<file path="src/rtl/cpu16_bus_arbiter.sv">
// Shares the CPU16 memory bus with NREQ auxiliary masters: parks the CPU through hold/busy,
// grants one requester a bounded burst, then guarantees the CPU a minimum slot. rvalid lags read acks by RAM_LAT.
module cpu16_bus_arbiter #(
    parameter int NREQ      = 2,
    parameter int MAX_BURST = 8,
    parameter int CPU_SLOT  = 4,
    parameter int RAM_LAT   = 1
) (
    input  logic                 i_clk,
    input  logic                 i_reset,
    output logic                 o_cpu_hold,
    input  logic                 i_cpu_busy,
    input  logic [15:0]          i_cpu_address,
    input  logic [15:0]          i_cpu_data_out,
    input  logic                 i_cpu_write,
    input  logic [NREQ-1:0]      i_req,
    input  logic [NREQ-1:0]      i_req_we,
    input  logic [16*NREQ-1:0]   i_req_addr,
    input  logic [16*NREQ-1:0]   i_req_wdata,
    output logic [NREQ-1:0]      o_gnt,
    output logic [NREQ-1:0]      o_ack,
    output logic [NREQ-1:0]      o_rvalid,
    output logic [15:0]          o_mem_address,
    output logic [15:0]          o_mem_wdata,
    output logic                 o_mem_write
);

    localparam int IW = (NREQ > 1) ? $clog2(NREQ) : 1;
    localparam int SW = $clog2(CPU_SLOT + 1);

    typedef enum logic [1:0] {S_CPU, S_HOLD, S_GRANT, S_RELEASE} state_t;

    state_t          r_state, w_state_nxt;
    logic            r_hold, w_hold_nxt;
    logic [NREQ-1:0] r_gnt, w_gnt_nxt;
    logic [IW-1:0]   r_g, w_g_nxt;
    logic [IW-1:0]   r_rr, w_rr_nxt;
    logic [SW-1:0]   r_slot, w_slot_nxt;
    logic [7:0]      r_burst, w_burst_nxt;
    logic [RAM_LAT-1:0] r_rv_vld;
    logic [IW-1:0]   r_rv_idx [RAM_LAT];

    logic [15:0]     w_addr  [NREQ];
    logic [15:0]     w_wdata [NREQ];
    logic [IW-1:0]   w_pick, w_cand;
    logic            w_pick_vld;
    logic            w_any_req, w_sel_req, w_sel_we, w_acc, w_push;

    for (genvar gi = 0; gi < NREQ; gi++) begin : g_slice
        assign w_addr[gi]  = i_req_addr[16*gi +: 16];
        assign w_wdata[gi] = i_req_wdata[16*gi +: 16];
    end

    assign w_any_req = |i_req;
    assign w_sel_req = i_req[r_g];
    assign w_sel_we  = i_req_we[r_g];
    assign w_acc     = (r_state == S_GRANT) && w_sel_req;
    assign w_push    = w_acc && !w_sel_we;

    // Round-robin: first requester at or after r_rr, wrapping.
    always_comb begin
        w_pick     = '0;
        w_pick_vld = 1'b0;
        w_cand     = '0;
        for (int k = 0; k < NREQ; k++) begin
            w_cand = IW'((int'(r_rr) + k) % NREQ);
            if (!w_pick_vld && i_req[w_cand]) begin
                w_pick_vld = 1'b1;
                w_pick     = w_cand;
            end
        end
    end

    always_comb begin
        w_state_nxt   = r_state;
        w_hold_nxt    = r_hold;
        w_gnt_nxt     = r_gnt;
        w_g_nxt       = r_g;
        w_rr_nxt      = r_rr;
        w_slot_nxt    = r_slot;
        w_burst_nxt   = r_burst;
        o_mem_address = i_cpu_address;
        o_mem_wdata   = i_cpu_data_out;
        o_mem_write   = i_cpu_write;
        o_ack         = '0;
        case (r_state)
            S_CPU: begin
                if (r_slot != '0) w_slot_nxt = r_slot - 1'b1;
                if (r_slot == '0 && w_any_req) begin
                    w_hold_nxt  = 1'b1;
                    w_state_nxt = S_HOLD;
                end
            end
            S_HOLD: begin
                if (i_cpu_busy) begin
                    if (w_pick_vld) begin
                        w_g_nxt     = w_pick;
                        w_gnt_nxt   = NREQ'(1) << w_pick;
                        w_burst_nxt = 8'(MAX_BURST);
                        w_state_nxt = S_GRANT;
                    end else begin
                        w_hold_nxt  = 1'b0;
                        w_state_nxt = S_RELEASE;
                    end
                end
            end
            S_GRANT: begin
                o_mem_address = w_addr[r_g];
                o_mem_wdata   = w_wdata[r_g];
                o_mem_write   = w_sel_req & w_sel_we;
                o_ack         = w_acc ? (NREQ'(1) << r_g) : '0;
                if (w_acc) w_burst_nxt = r_burst - 8'd1;
                // A dropped request and the final counted access leave through the same exit.
                if (!w_sel_req || r_burst == 8'd1) begin
                    w_gnt_nxt   = '0;
                    w_hold_nxt  = 1'b0;
                    w_rr_nxt    = (r_g == IW'(NREQ - 1)) ? '0 : r_g + 1'b1;
                    w_state_nxt = S_RELEASE;
                end
            end
            S_RELEASE: begin
                o_mem_write = 1'b0;
                w_slot_nxt  = SW'(CPU_SLOT);
                w_state_nxt = S_CPU;
            end
            default: w_state_nxt = S_CPU;
        endcase
    end

    always_ff @(posedge i_clk or posedge i_reset) begin
        if (i_reset) begin
            r_state <= S_CPU;
            r_hold  <= 1'b0;
            r_gnt   <= '0;
            r_g     <= '0;
            r_rr    <= '0;
            r_slot  <= SW'(CPU_SLOT);
            r_burst <= '0;
        end else begin
            r_state <= w_state_nxt;
            r_hold  <= w_hold_nxt;
            r_gnt   <= w_gnt_nxt;
            r_g     <= w_g_nxt;
            r_rr    <= w_rr_nxt;
            r_slot  <= w_slot_nxt;
            r_burst <= w_burst_nxt;
        end
    end

    always_ff @(posedge i_clk or posedge i_reset) begin
        if (i_reset) begin
            r_rv_vld <= '0;
            for (int k = 0; k < RAM_LAT; k++) r_rv_idx[k] <= '0;
        end else begin
            r_rv_vld[0] <= w_push;
            r_rv_idx[0] <= r_g;
            for (int k = 1; k < RAM_LAT; k++) begin
                r_rv_vld[k] <= r_rv_vld[k-1];
                r_rv_idx[k] <= r_rv_idx[k-1];
            end
        end
    end

    assign o_rvalid   = r_rv_vld[RAM_LAT-1] ? (NREQ'(1) << r_rv_idx[RAM_LAT-1]) : '0;
    assign o_cpu_hold = r_hold;
    assign o_gnt      = r_gnt;

endmodule
</file>
<file path="config.mk">
export PLATFORM = sky130hd
export DESIGN_NAME = cpu16_bus_arbiter
export DESIGN_NICKNAME = d
export VERILOG_FILES = /design/src/rtl/cpu16_bus_arbiter.sv
export SDC_FILE = /design/constraint.sdc
export NUM_CORES = 1
export LEC_CHECK = 0
export CAP_MARGIN = 20
export CELL_PAD_IN_SITES_DETAIL_PLACEMENT = 0
export CELL_PAD_IN_SITES_GLOBAL_PLACEMENT = 2
export CORE_ASPECT_RATIO = 1.2
export CORE_MARGIN = 2
export CORE_UTILIZATION = 34
export DETAILED_ROUTE_END_ITERATION = 7
export DONT_BUFFER_PORTS = 1
export MAX_ROUTING_LAYER = met4
export PLACE_DENSITY_LB_ADDON = 0.3
export RECOVER_POWER = 25
export SYNTH_ARGS = -nofsm -noshare
export SYNTH_HDL_FRONTEND = slang
export SYNTH_SLANG_ARGS = --single-unit
</file>
<file path="constraint.sdc">
create_clock -name i_clk -period 5.8 [get_ports i_clk]
set_input_delay 0.58 -clock i_clk [delete_from_list [all_inputs] [get_ports i_clk]]
set_output_delay 0.58 -clock i_clk [all_outputs]
set_load 0.01 [all_outputs]
</file>
After elaboration in Yosys (flattened, before gate mapping) --
Cells that the tools add are included.
Operators by class: add/sub/neg operators 4, multipliers 0, divide/modulo/power cells 0, order comparisons 4, equal/unequal tests 11, shift operators 3, muxes and demuxes 45, bitwise logic cells 2, reductions and logical operators 22
Operator list (number):
- $mux 16 | 8
- $mux 8 | 3
- $mux 1 | 18
- $mux 2 | 9
- $pmux 8 s2 | 1
- $ne 2x2->1 const B | 6
- $eq 8x1->1 const B | 1
- $pmux 2 s4 | 1
- $reduce_and 4->1 | 2
- $sub 8x1->8 const B | 1
- $lt 1x2->1 const B | 3
- $pmux 3 s2 | 1
- $reduce_and 3->1 | 2
- $reduce_bool 3->1 | 2
- $shl 1x1->2 const A | 3
- $reduce_and 5->1 | 1
- $eq 2x2->1 const B | 2
- $logic_and 1x1->1 | 4
- $pmux 2 s2 | 1
- $reduce_and 2->1 | 2
- $reduce_bool 2->1 | 2
- $logic_not 1->1 | 3
- $logic_not 3->1 | 1
- $mux 3 | 1
- other kinds (12) | 13
Storage, ports and cells: register bits 20, bits in latches 0, bits in writable memories 0, bits in read-only memories 0, output and inout bits 40, logic and storage cells 100, memories kept 0

Longest topological paths before layout --
word-level depth 10, depth in mapped cells 7, depth with buffers taken out 6

Worst setup path before layout --
OpenSTA, ideal clock, no wires.
path kind register to output, from register r_state[0], to output port o_mem_address[0], data arrival time 1784 ps, data required time 5220 ps, setup slack 3436 ps, cell stages (with the launch flop) 7, path buffers 3, cells stage by stage dfrtp_1 > inv_1 > ha_1 > clkbuf_1 > clkbuf_1 > buf_1 > a21oi_1
On the way: word-level cells in the longest chain between the ends 2
RTL lines:
- start, declared | line 33 | state_t r_state, w_state_nxt;
- start signal, assigned | line 140 | r_state <= w_state_nxt;
- $eq 2x2->1 | line 86 | case (r_state)
- $mux 16 | line 86
- end, declared | line 23 | output logic [15:0] o_mem_address,
No other way between the ends.

Final worst setup path --
from register r_state[0], to output port o_ack[0]
On the way: word-level cells in the longest chain between the ends 4
RTL lines:
- $eq 2x2->1 * | line 57, 86
- $logic_and 1x1->1 | line 57 | assign w_acc = (r_state == S_GRANT) && w_sel_req;
- $mux 2 | line 111 | o_ack = w_acc ? (NREQ'(1) << r_g) : '0;
- $mux 2 * | line 86
- end, declared | line 21 | output logic [NREQ-1:0] o_ack,
Mark *: on every way between the ends. The rest lies on a longest branch, timed or not.

==> metrics.csv <==
stage,metric,value,unit
synth,synth_area,1890,um^2
clock_network,cts.sinks,20,
worst_setup_path,crit_start,r_state[0],
synth,ys_async_sr_fraction,1.00,
worst_setup_path,worstSetupEndpointType,primary output,
routing,drc,0,
sta,worst_pin_slew,1.02,ns
synth,synth_cell_type_count,42,
power,p_comb_frac,0.621,
min_path,min_path_type,input pin to asynchronous set/reset pin,
clock_network,tritoncts,done,
power,p_per_area,544,nW/um^2
placement,dp.final_hpwl,4020,um
synth,synth_compound_area_frac,0.227,
sta,fmax,319,MHz
sta,fin_crit,3.13,ns
die,dieArea,6160,um^2
worst_setup_path,path_cells,"inv_1, ha_2, buf_4, inv_1, nor3_1",
sta,max_slew_margin,0.318,
power,total_power,1.07,mW
power,p_int,0.530,mW
sta,setup_tns,0,ns
die,rows,29,
die,ios,144,
synth,synth_top_area_share,0.252,
synth,synth-edff-count,0,
synth,synth_common_cells,"nor2_1, mux2i_1, a21oi_1",
worst_setup_path,critPathMaxStageDelay,0.64,ns
die,die_h,85.6,um
synth,synth_area_leaders,"dfrtp_1, mux2i_1, a21oi_1",
synth,synth_top_family_by_area,compound AO/OA/AOI/OAI gates,
power,p_seq_frac,0.290,
synth,yosysSeqAreaShare,0.266,
power,peakVddDrop,0.000149,V
die,initial_utilization,0.354,
worst_setup_path,worstSetupEndpoint,o_ack[0],
worst_setup_path,cp_data_required_time,5.22,ns
global_routing,overflow,0,
clock_network,cts-root-buf,clkbuf_8,
synth,synthCells,233,
clock_network,hold_buffers,0,
clock_network,cts.htree.levels,1,
worst_setup_path,rrSetupSlack,3.09,ns
routing,via_per_inst,5.76,
global_routing,grt_pass1_vias,1574,
sta,rsz0062_at_grt,no,
placement,io_buffers,0,
worst_setup_path,crit_family,buffers and inverters,
worst_setup_path,slowest_stage,ha_2,
sta,fin_hold_ws,0.344,ns
synth,synth_seq_cells,20,
die,die_x,72.0,um
synth,yosysMostFrequentCell,nor2_1,
worst_setup_path,path_buf_inv,3,
global_routing,grt_usage,0.154,
synth,ys_warn_count,0,
power,swShare,0.505,
clock_network,clk_pin_slew_worst_paths,0.08,ns
sta,setup_viol,0,
worst_setup_path,cp-start-kind,flop,
synth,synthAdderAreaFrac,0.0531,
sta,finalHoldViolations,0,
sta,skew,0.00599,ns
synth,synth_flop_cell,dfrtp_1,
run,drv_cap,0,
power,leakage,0.885,nW
routing,antenna_left,0,
sta,slew_viol_final,0,
global_routing,antenna_found_initial,0,
power,pwr-share-clk,0.089,
synth,yosysTopAreaCell,dfrtp_1,
worst_setup_path,r2r_end,r_burst[3],
worst_setup_path,crit_path_frequent_cell,inv_1,
routing,first_iter_violations,73,
sta,min_period_over_period,0.540,
power,p_sw,0.540,mW
finish,fillers,574,
worst_setup_path,arrival,2.55,ns
clock_network,cts_resized,0,
die,core-area,5330,um^2
status,status,completed,
synth,synthMuxAreaShare,0.216,
routing,wirelength,5010,um
placement,gp_congestion,0.765,
worst_setup_path,critical_path_class,flop to primary output,
worst_setup_path,reg2reg_depth,4,
synth,yosys.area_share.simple,0.168,
clock_network,cts_buffer_depth,2,
global_routing,grt_start_max_net_pins,42,
clock_network,numCtsBuffers,3,
finish,diodes,0,
synth,synth_nets,345,
finish,syn_to_final_growth,4.31,%
worst_setup_path,cp_num_cells,5,
finish,drive_gt1_frac,0.0711,
clock_network,cts_setup_buffers,0,
synth,syn_avg_cell_area,8.10,um^2
worst_setup_path,crit_fanout,41,
synth,yosys.area_share.xor_xnor,0.0139,
global_routing,grt_pass1_wl,7470,um
worst_setup_path,r2r-start,r_g,
clock_network,clock_latency,0.26,ns
routing,routed-via-count,1653,
routing,first_pass_iters,4,
routing,wl_per_cell,17.5,um
finish,final_net_count,338,
power by group through the flow:
| stage | logic (mW) | clock network, mW | registers, mW |
|---|---|---|---|
| 3_3_place_gp | 0.672 | 0 | 0.312 |
| 2_1_floorplan | 0.628 | 0 | 0.245 |
| 5_1_grt | 0.745 | 0.105 | 0.324 |
| 6_report | 0.664 | 0.0954 | 0.311 |
| 3_5_place_dp | 0.671 | 0 | 0.316 |
| 4_1_cts | 0.674 | 0.101 | 0.313 |
metrics by stage:
stage	cell area [um^2]	util	setup WS, ns	cells
6_report	1970	0.369	2.67	287
5_1_grt	1970	0.369	2.41	287
4_1_cts	1970	0.369	2.62	287
3_5_place_dp	1920	0.361	2.93	283
3_3_place_gp	1920	0.361	2.95	283
2_1_floorplan	1890	-	3.44	233
cell families (layout without fill, tap and decap cells):
| group | count (synthesis) | after routing |
|---|---|---|
| and+or+nand+nor | 69 | 69 |
| AOI/OAI and AO/OA | 66 | 66 |
| muxes | 40 | 40 |
| buffers and inverters | 27 | 19 |
| DFF | 20 | 20 |
| adders and majority gates | 8 | 8 |
| xor gates and xnor gates | 3 | 3 |
per-layer routing:
layer	track usage	routed length, um
met2	0.274	2570
met4	0.0257	29
met1	0.183	2080
met3	0.0294	336
met5	-	0
sequential cells by signal (all words and copies together), names as in the netlist:
register    flops
o_cpu_hold      1
o_gnt           2
r_burst         8
r_g             1
r_rr            1
r_rv_idx        1
r_rv_vld        1
r_slot          3
r_state         2
cell type report:
class | count | area [um^2] | share of cell area
tap | 62 | 77.6 | 0.0394
multi-input combinational | 186 | 1280 | 0.652
sequential | 20 | 503 | 0.256
timing repair buffer | 1 | 7.51 | 0.00381
inverter | 14 | 52.6 | 0.0267
clock buffer | 4 | 45.0 | 0.0229
layout by cell type, fill, tap and decap left out, types with 2 or more instances in the layout:
cell and count:
nor2_1 42, mux2i_1 38, a21oi_1 35, dfrtp_1 18, inv_1 14, o21ai_0 9, ha_1 7, nand2_1 6
nor3_1 4, xnor2_1 3, a211o_1 3, nand4_1 3, o22ai_1 3, and3_1 3, clkbuf_8 3, or2_2 2
a2111oi_2 2, nand2b_1 2, a211oi_1 2, o31ai_1 2
worst min path at each step:
stage | start | to | cells past startpoint
3_5_place_dp | r_rr | r_rr | 2
2_1_floorplan | r_g | r_rv_idx | 0
5_1_grt | i_reset | r_slot[1] | 1
3_3_place_gp | r_slot[0] | r_slot[0] | 1
4_1_cts | i_reset | r_rv_idx | 1
6_report | i_reset | r_burst[3] | 1
(Power assumes the default switching activity.)
